### src/rtl/buffer_dma_router.sv
// buffer_dma_router: accepts DMA write bursts, decodes the target buffer region
// and streams beats into it, draining unmapped or region-crossing bursts with an error response.
module buffer_dma_router #(
    parameter int NUM_REGIONS = 4,
    parameter int ADDR_WIDTH = 32,
    parameter int DATA_WIDTH = 32,
    parameter int LEN_WIDTH = 8,
    parameter int LOCAL_AW = 15,
    parameter logic [ADDR_WIDTH-1:0] REGION_BASE [NUM_REGIONS] = '{32'h0, 32'h8000, 32'hC000, 32'h10000},
    parameter int REGION_SIZE_LOG2 [NUM_REGIONS] = '{15, 14, 14, 13}
) (
    input  logic                   clk_i,
    input  logic                   rst_i,
    input  logic                   cmd_valid_i,
    output logic                   cmd_ready_o,
    input  logic [ADDR_WIDTH-1:0]  cmd_addr_i,
    input  logic [LEN_WIDTH-1:0]   cmd_len_i,
    input  logic                   dat_valid_i,
    output logic                   dat_ready_o,
    input  logic [DATA_WIDTH-1:0]  dat_data_i,
    output logic [NUM_REGIONS-1:0] buf_wr_en_o,
    output logic [LOCAL_AW-1:0]    buf_wr_addr_o,
    output logic [DATA_WIDTH-1:0]  buf_wr_data_o,
    input  logic [NUM_REGIONS-1:0] buf_wr_ready_i,
    output logic                   rsp_valid_o,
    input  logic                   rsp_ready_i,
    output logic                   rsp_err_o,
    output logic                   busy_o,
    output logic [31:0]            beats_written_o,
    output logic [15:0]            err_count_o
);
    localparam int SW = NUM_REGIONS > 1 ? $clog2(NUM_REGIONS) : 1;

    typedef enum logic [1:0] {IDLE, STREAM, DRAIN, RESP} state_t;

    state_t state, state_nx;
    logic [SW-1:0] sel, d_sel;
    logic [LOCAL_AW-1:0] laddr, d_local;
    logic [LEN_WIDTH-1:0] cnt;
    logic err, d_legal, accept, commit, take;
    logic [ADDR_WIDTH:0] last_addr, region_end;

    assign accept = cmd_valid_i && cmd_ready_o;
    assign commit = state == STREAM && dat_valid_i && buf_wr_ready_i[sel];
    assign take = state == DRAIN && dat_valid_i;
    assign last_addr = {1'b0, cmd_addr_i} + (ADDR_WIDTH+1)'(cmd_len_i);
    assign buf_wr_addr_o = laddr;
    assign buf_wr_data_o = dat_data_i;

    // Scan from the top index down so the lowest hitting region wins on overlap.
    always_comb begin
        d_sel = '0;
        d_local = '0;
        d_legal = 1'b0;
        region_end = '0;
        for (int r = NUM_REGIONS - 1; r >= 0; r--) begin
            region_end = {1'b0, REGION_BASE[r]} + ((ADDR_WIDTH+1)'(1) << REGION_SIZE_LOG2[r]);
            if (cmd_addr_i >= REGION_BASE[r] && {1'b0, cmd_addr_i} < region_end) begin
                d_sel = SW'(r);
                d_local = LOCAL_AW'(cmd_addr_i - REGION_BASE[r]);
                d_legal = last_addr < region_end;
            end
        end
    end

    always_ff @(posedge clk_i) begin
        if (rst_i)
            state <= IDLE;
        else
            state <= state_nx;
    end

    always_comb begin
        state_nx = state;
        case (state)
            IDLE:    if (cmd_valid_i) state_nx = d_legal ? STREAM : DRAIN;
            STREAM:  if (commit && cnt == '0) state_nx = RESP;
            DRAIN:   if (take && cnt == '0) state_nx = RESP;
            RESP:    if (rsp_ready_i) state_nx = IDLE;
            default: state_nx = IDLE;
        endcase
    end

    always_comb begin
        cmd_ready_o = state == IDLE && !rst_i;
        dat_ready_o = state == STREAM ? buf_wr_ready_i[sel] : state == DRAIN;
        buf_wr_en_o = (state == STREAM && dat_valid_i) ? NUM_REGIONS'(1) << sel : '0;
        rsp_valid_o = state == RESP;
        rsp_err_o = state == RESP && err;
        busy_o = state != IDLE;
    end

    always_ff @(posedge clk_i) begin
        if (rst_i) begin
            sel <= '0;
            laddr <= '0;
            cnt <= '0;
            err <= 1'b0;
            beats_written_o <= '0;
            err_count_o <= '0;
        end else begin
            if (accept) begin
                sel <= d_sel;
                laddr <= d_local;
                cnt <= cmd_len_i;
                err <= !d_legal;
                if (!d_legal && err_count_o != '1) err_count_o <= err_count_o + 16'd1;
            end
            if (commit) begin
                laddr <= laddr + LOCAL_AW'(1);
                cnt <= cnt - LEN_WIDTH'(1);
                if (beats_written_o != '1) beats_written_o <= beats_written_o + 32'd1;
            end
            if (take) cnt <= cnt - LEN_WIDTH'(1);
        end
    end
endmodule

### config.mk
export PLATFORM = sky130hd
export DESIGN_NAME = buffer_dma_router
export DESIGN_NICKNAME = d
export VERILOG_FILES = /design/src/rtl/buffer_dma_router.sv
export SDC_FILE = /design/constraint.sdc
export NUM_CORES = 1
export LEC_CHECK = 0
export ABC_CLOCK_PERIOD_IN_PS = 2300
export CORE_ASPECT_RATIO = 1.4
export CORE_UTILIZATION = 40
export DETAILED_ROUTE_END_ITERATION = 7
export PLACE_DENSITY_LB_ADDON = 0.25
export SETUP_SLACK_MARGIN = 0.15
export SYNTH_ARGS = -nofsm -noshare
export SYNTH_HDL_FRONTEND = slang
export SYNTH_SLANG_ARGS = --single-unit
### constraint.sdc
create_clock -name clk_i -period 2.3 [get_ports clk_i]
set_input_delay 0.23 -clock clk_i [delete_from_list [all_inputs] [get_ports clk_i]]
set_output_delay 0.23 -clock clk_i [all_outputs]
set_load 0.01 [all_outputs]
* After elaboration in Yosys (flattened, before gate mapping)
Cells that the tools add are included.
** Word-level totals
- Output and inout port bits :: 104
- Input port bits :: 81
- Bits in registers :: 76
- Logic and storage cells :: 88
** Operators by class
- Muxes and demuxes :: 27
- Shift operators :: 1
- Reduce and logical (&&, ||, !) cells :: 23
- Order comparisons :: 13
- Eq/ne operators :: 9
- Add/subtract/negate cells :: 8
** Operators by type and width (number)
- 15-bit 2-to-1 mux :: 6
- 33-bit by 16-bit < comparator with 1-bit output (second input constant) :: 2
- 33-bit by 17-bit < comparator with 1-bit output (second input constant) :: 2
- 32-bit by 16-bit greater-or-equal comparator with 1-bit output (second input constant) :: 2
- 32-bit by 16-bit < comparator with 1-bit output (second input constant) :: 2
- 32-bit by 17-bit < comparator with 1-bit output (second input constant) :: 2
- 32-bit by 8-bit adder with 33-bit output :: 1
- 32-bit by 1-bit adder with 32-bit output (second input constant) :: 1
- 32-bit by 1-bit greater-or-equal comparator with 1-bit output (second input constant) :: 1
- 32-bit by 17-bit greater-or-equal comparator with 1-bit output (second input constant) :: 1
- 32-bit != test (second input constant) :: 1
- 15-bit by 1-bit subtractor with 15-bit output (second input constant) :: 2
- 8-bit 2-to-1 mux :: 3
- 2-bit 2-to-1 mux :: 9
- 16-bit by 1-bit adder with 16-bit output (second input constant) :: 1
- 16-bit != test (second input constant) :: 1
- 15-bit by 1-bit adder with 15-bit output (second input constant) :: 1
- 15-bit subtractor (second input constant) :: 1
- 1-bit logical AND :: 13
- 8-bit logical NOT :: 1
- 2-bit case mux with 4 select lines :: 1
- 8-bit by 1-bit subtractor with 8-bit output (second input constant) :: 1
- 1-bit 2-to-1 mux :: 6
- 2-bit equality test (second input constant) :: 2
- other kinds (13) :: 18

* Longest topological paths before layout
- Depth in word-level cells :: 9
- Depth in mapped cells :: 11
- Gate-level depth less buffers :: 9

* Worst setup path after synthesis
Ideal clock, no wire load.
- Kind :: register -> register
- Start point :: register state[0]
- End point :: register err_count_o[7]
- Cell stages (with the launch flop) :: 11
- Arrival time :: 2.213 ns
- Required time :: 2.230 ns
- Library setup time :: 0.070 ns
- Path buffers :: 2
- Setup slack :: 0.016 ns
- Period minus slack after synthesis :: 2.284 ns
- Cells stage by stage :: dfxtp_1 > inv_1 > ha_1 > nor2b_1 > nand2_1 > a31o_1 > or2_1 > buf_6 > buf_6 > or4_1 > a21oi_1
** Between the ends
- Cells in the longest elaborated chain, start to end :: 4
** RTL lines
- start, declared :: line 36 : state_t state, state_nx;
- start signal, assigned :: line 70 : state <= state_nx;
- 2-bit logical NOT :: line 85 : cmd_ready_o = state == IDLE && !rst_i;
- 1-bit logical AND :: line 85
- net cmd_ready_o :: line 15 : output logic cmd_ready_o,
- 1-bit logical AND :: line 43 : assign accept = cmd_valid_i && cmd_ready_o;
- 2-bit AND reduction (no line)
- end signal, assigned :: line 107 : if (!d_legal && err_count_o != '1) err_count_o <= err_count_o + 16'd1;
- end, declared :: line 30 : output logic [15:0] err_count_o
The timed path passes the listed nets, and every way through them passes these cells.
A chain may end at the register's enable or synchronous reset.

* Worst setup path after layout
- Start point :: register err_count_o[10]
- End point :: register err_count_o[7]
** Between the ends
- Cells in the longest elaborated chain, start to end :: 3
** RTL lines (line)
- 16-bit != test :: 107
- 1-bit logical AND :: 107
- 2-bit AND reduction (no line)
No other way between the ends.

==> results.py <==
metrics = {
    "clock_tree": {
        "clk_pin_slew_ns": 0.06,
        "h-tree-depth": 3,
        "clk_latency_ns": 0.34,
        "cts_tree": "built",
        "ctsHoldBuffers": 0,
        "root_buffer": "clkbuf_16",
        "cts.sink_count": 76,
        "clockBufferDepth": 2,
        "numCtsBuffers": 9,
    },
    "final_layout": {
        "drive_gt1_frac": 0.265,
        "antenna_cells": 0,
        "fin_util": 0.643,
        "finish.net_count": 819,
        "area_growth_pct": 55.0,
        "stdcell_count": 868,
    },
    "route": {
        "wire_per_inst_um": 16.3,
        "vias": 4802,
        "drtIter0Drc": 215,
        "drc": 0,
        "ant_nets": 0,
        "viasPerCell": 5.53,
        "first_pass_iters": 5,
        "routed_wl_mm": 14.1,
    },
    "worst_setup_path": {
        "crit_cells": 9,
        "critPathCapture": "err_count_o[7]",
        "crit_buf_inv": 2,
        "critPathTopFamily": "simple AND/OR/NAND/NOR gates",
        "required_ns": 2.56,
        "path_cells": "and4_4 > and3_4 > and3_4 > a31o_1 > or2_1 > buf_6 > buf_6 > or4_1 > a21oi_2",
        "endpoint_kind": "register",
        "r2r_cells": 9,
        "crit_path_start_kind": "register",
        "ff2ff_setup_slack_ns": 0.08,
        "crit_type": "register to register",
        "cp_max_fo": 8,
        "cp_slowest_cell": "or4_1",
        "timing.rr.start": "err_count_o[10]",
        "worst_path_largest_cell_delay_ns": 0.45,
        "startpoint": "err_count_o[10]",
        "timing.rr.end": "err_count_o[7]",
        "cp.arrival_ns": 2.48,
    },
    "logic_synthesis": {
        "synth_area_mm2": 0.00453,
        "ys_ff_latch": 76,
        "synthCells": 565,
        "synth_ff_type": "dfxtp_1",
        "async_flop_share": 0,
        "synth_seq_area_share": 0.336,
        "synth_edf_count": 0,
        "synthesis.nets": 662,
        "avgSynthCellArea_um2": 8.02,
        "ys_warn_count": 0,
        "synthDistinctLibCells": 60,
    },
    "floorplan": {
        "dieArea_mm2": 0.0118,
        "rows": 45,
        "die_x_um": 91.9,
        "coreArea_mm2": 0.0109,
        "pin_count": 185,
        "fp.dieH_um": 128,
        "floorplan.initialDensity": 0.415,
    },
    "timing": {
        "worst_slack_ns": 0.0775,
        "setup_viol": 0,
        "fmax_ghz": 0.450,
        "period_share": 0.966,
        "maxSlewViolCount": 0,
        "skew_ns": 0.00659,
        "fin_crit_ns": 2.22,
        "rsz0062_at_grt": "true",
        "slew_headroom": 0.463,
        "tightest_slew_ns": 0.806,
        "hold_viol": 0,
    },
    "grt": {
        "grt_max_degree": 71,
        "track_usage": 0.233,
        "antenna_found_initial": 0,
        "grt_pass1_wl_mm": 22.1,
        "grt_pass1_vias": 4575,
        "overflow": 0,
    },
    "place": {
        "dp_cells": 832,
        "place_congestion": 0.930,
        "pre_cts_ws_ns": -0.608,
        "portBuffers": 120,
        "dpl.hpwl_mm": 9.57,
    },
    "power_and_ir_drop": {
        "p_leak_uw": 0.00274,
        "vdd_ir_drop_max_mv": 0.488,
        "powerDensity_mw_per_mm2": 664,
    },
    "status": {
        "outcome": "finished, final reports clean",
    },
    "job": {
        "cap_violations": 0,
    },
    "worst_hold_path": {
        "min_path_type": "primary input to register",
    },
}
-- flip-flops by register name, summed over array words and instances (netlist names) --
signal / count
state: 2
buf_wr_addr_o: 15
err: 1
sel: 2
beats_written_o: 32
err_count_o: 16
cnt: 8
-- power by group --
part	switching, uW	internal [uW]
registers	100	1420
logic	689	682
clock network	572	1200
total	1360	3300
-- layout by cell type (no fill, tap or decap), types with 11 or more instances in the layout --
master,count
nor2_1,71
and3_1,11
a21oi_1,34
nand4_1,11
inv_1,15
clkdlybuf4s50_1,83
dfxtp_1,68
dlymetal6s2s_1,12
xor2_1,20
nor3_1,16
nand3_1,29
o21ai_0,14
buf_4,71
nand2_1,41
buf_6,12
xnor2_1,13
clkbuf_16,11
-- worst reg2reg max path: stages, from the launching register on --
cell	delay, ns
dfxtp_2	0.32
and4_4	0.19
and3_4	0.18
and3_4	0.18
a31o_1	0.17
or2_1	0.23
buf_6	0.14
buf_6	0.13
or4_1	0.45
a21oi_2	0.15
-- final cells by class --
cell class              instances  area [um2]
multi-input cells             416        3010
well taps                     141         176
flip-flops and latches         76        1530
fillers                       900        3900
repair buffers                202        1860
clock buffers                  10         239
inverters                      17        66.3
clock inverters                 6         134
-- synth_stat cells, types with 14 or more instances --
| cell type | count | area (um2) |
|---|---|---|
| nand3_1 | 30 | 150 |
| o21ai_0 | 15 | 75.1 |
| a21oi_1 | 38 | 190 |
| buf_4 | 33 | 248 |
| xor2_1 | 20 | 175 |
| nand2_1 | 44 | 165 |
| inv_1 | 17 | 63.8 |
| nor3_1 | 22 | 110 |
| dfxtp_1 | 76 | 1520 |
| and3_1 | 14 | 87.6 |
| clkbuf_1 | 14 | 52.6 |
| ha_1 | 16 | 200 |
| nor2_1 | 71 | 267 |
| xnor2_1 | 14 | 123 |
-- logic make-up (layout without fill, tap and decap cells) --
| group | after synthesis | after routing | share of synthesized area |
|---|---|---|---|
| AOI/OAI and AO/OA | 104 | 104 | 0.148 |
| buffers and inverters | 73 | 235 | 0.0931 |
| and+or+nand+nor | 255 | 255 | 0.294 |
| xor gates and xnor gates | 34 | 34 | 0.0657 |
| muxes | 7 | 7 | 0.0193 |
| DFF | 76 | 76 | 0.336 |
| adders and majority gates | 16 | 16 | 0.0442 |
-- worst min path at each step --
| stage | start | end | slack [ns] | depth (start not counted) |
|---|---|---|---|---|
| 6_report | cmd_addr_i[4] | buf_wr_addr_o[4] | 0.15 | 3 |
| 5_1_grt | cmd_addr_i[4] | buf_wr_addr_o[4] | 0.15 | 3 |
| 4_1_cts | cmd_addr_i[4] | buf_wr_addr_o[4] | 0.15 | 3 |
| 3_5_place_dp | dat_data_i[0] | buf_wr_data_o[0] | 0.46 | 0 |
| 3_3_place_gp | dat_data_i[0] | buf_wr_data_o[0] | 0.46 | 0 |
| 2_1_floorplan | cmd_addr_i[14] | sel[0] | 0.33 | 1 |
-- per-stage QoR --
stage / power, uW / cell area, um2 / TNS, ns / hold slack, ns
2_1_floorplan: 2250 / 4540 / 0 / 0.334
3_5_place_dp: 2690 / 6030 / -12.24 / 0.460
6_report: 4660 / 7020 / 0 / 0.150
3_3_place_gp: 2660 / 6030 / -10.27 / 0.460
4_1_cts: 4560 / 6680 / 0 / 0.145
5_1_grt: 4890 / 7020 / 0 / 0.151
-- timing repair --
action / in CTS / in global routing
setup endpoints to repair: 38 / 62
cloned: 0 / 2
buffers inserted: 13 / 5
pin swaps: 28 / 30
resized for setup: 97 / 71
-- metal layers --
layer	up-vias	wire length, um	track usage
met5	-	0	0
met4	0	411	0.0919
met3	42	982	0.0593
met2	182	7080	0.418
met1	2249	5670	0.262
li1	2329	-	-
Note: power is estimated with default switching activity, not from simulation.
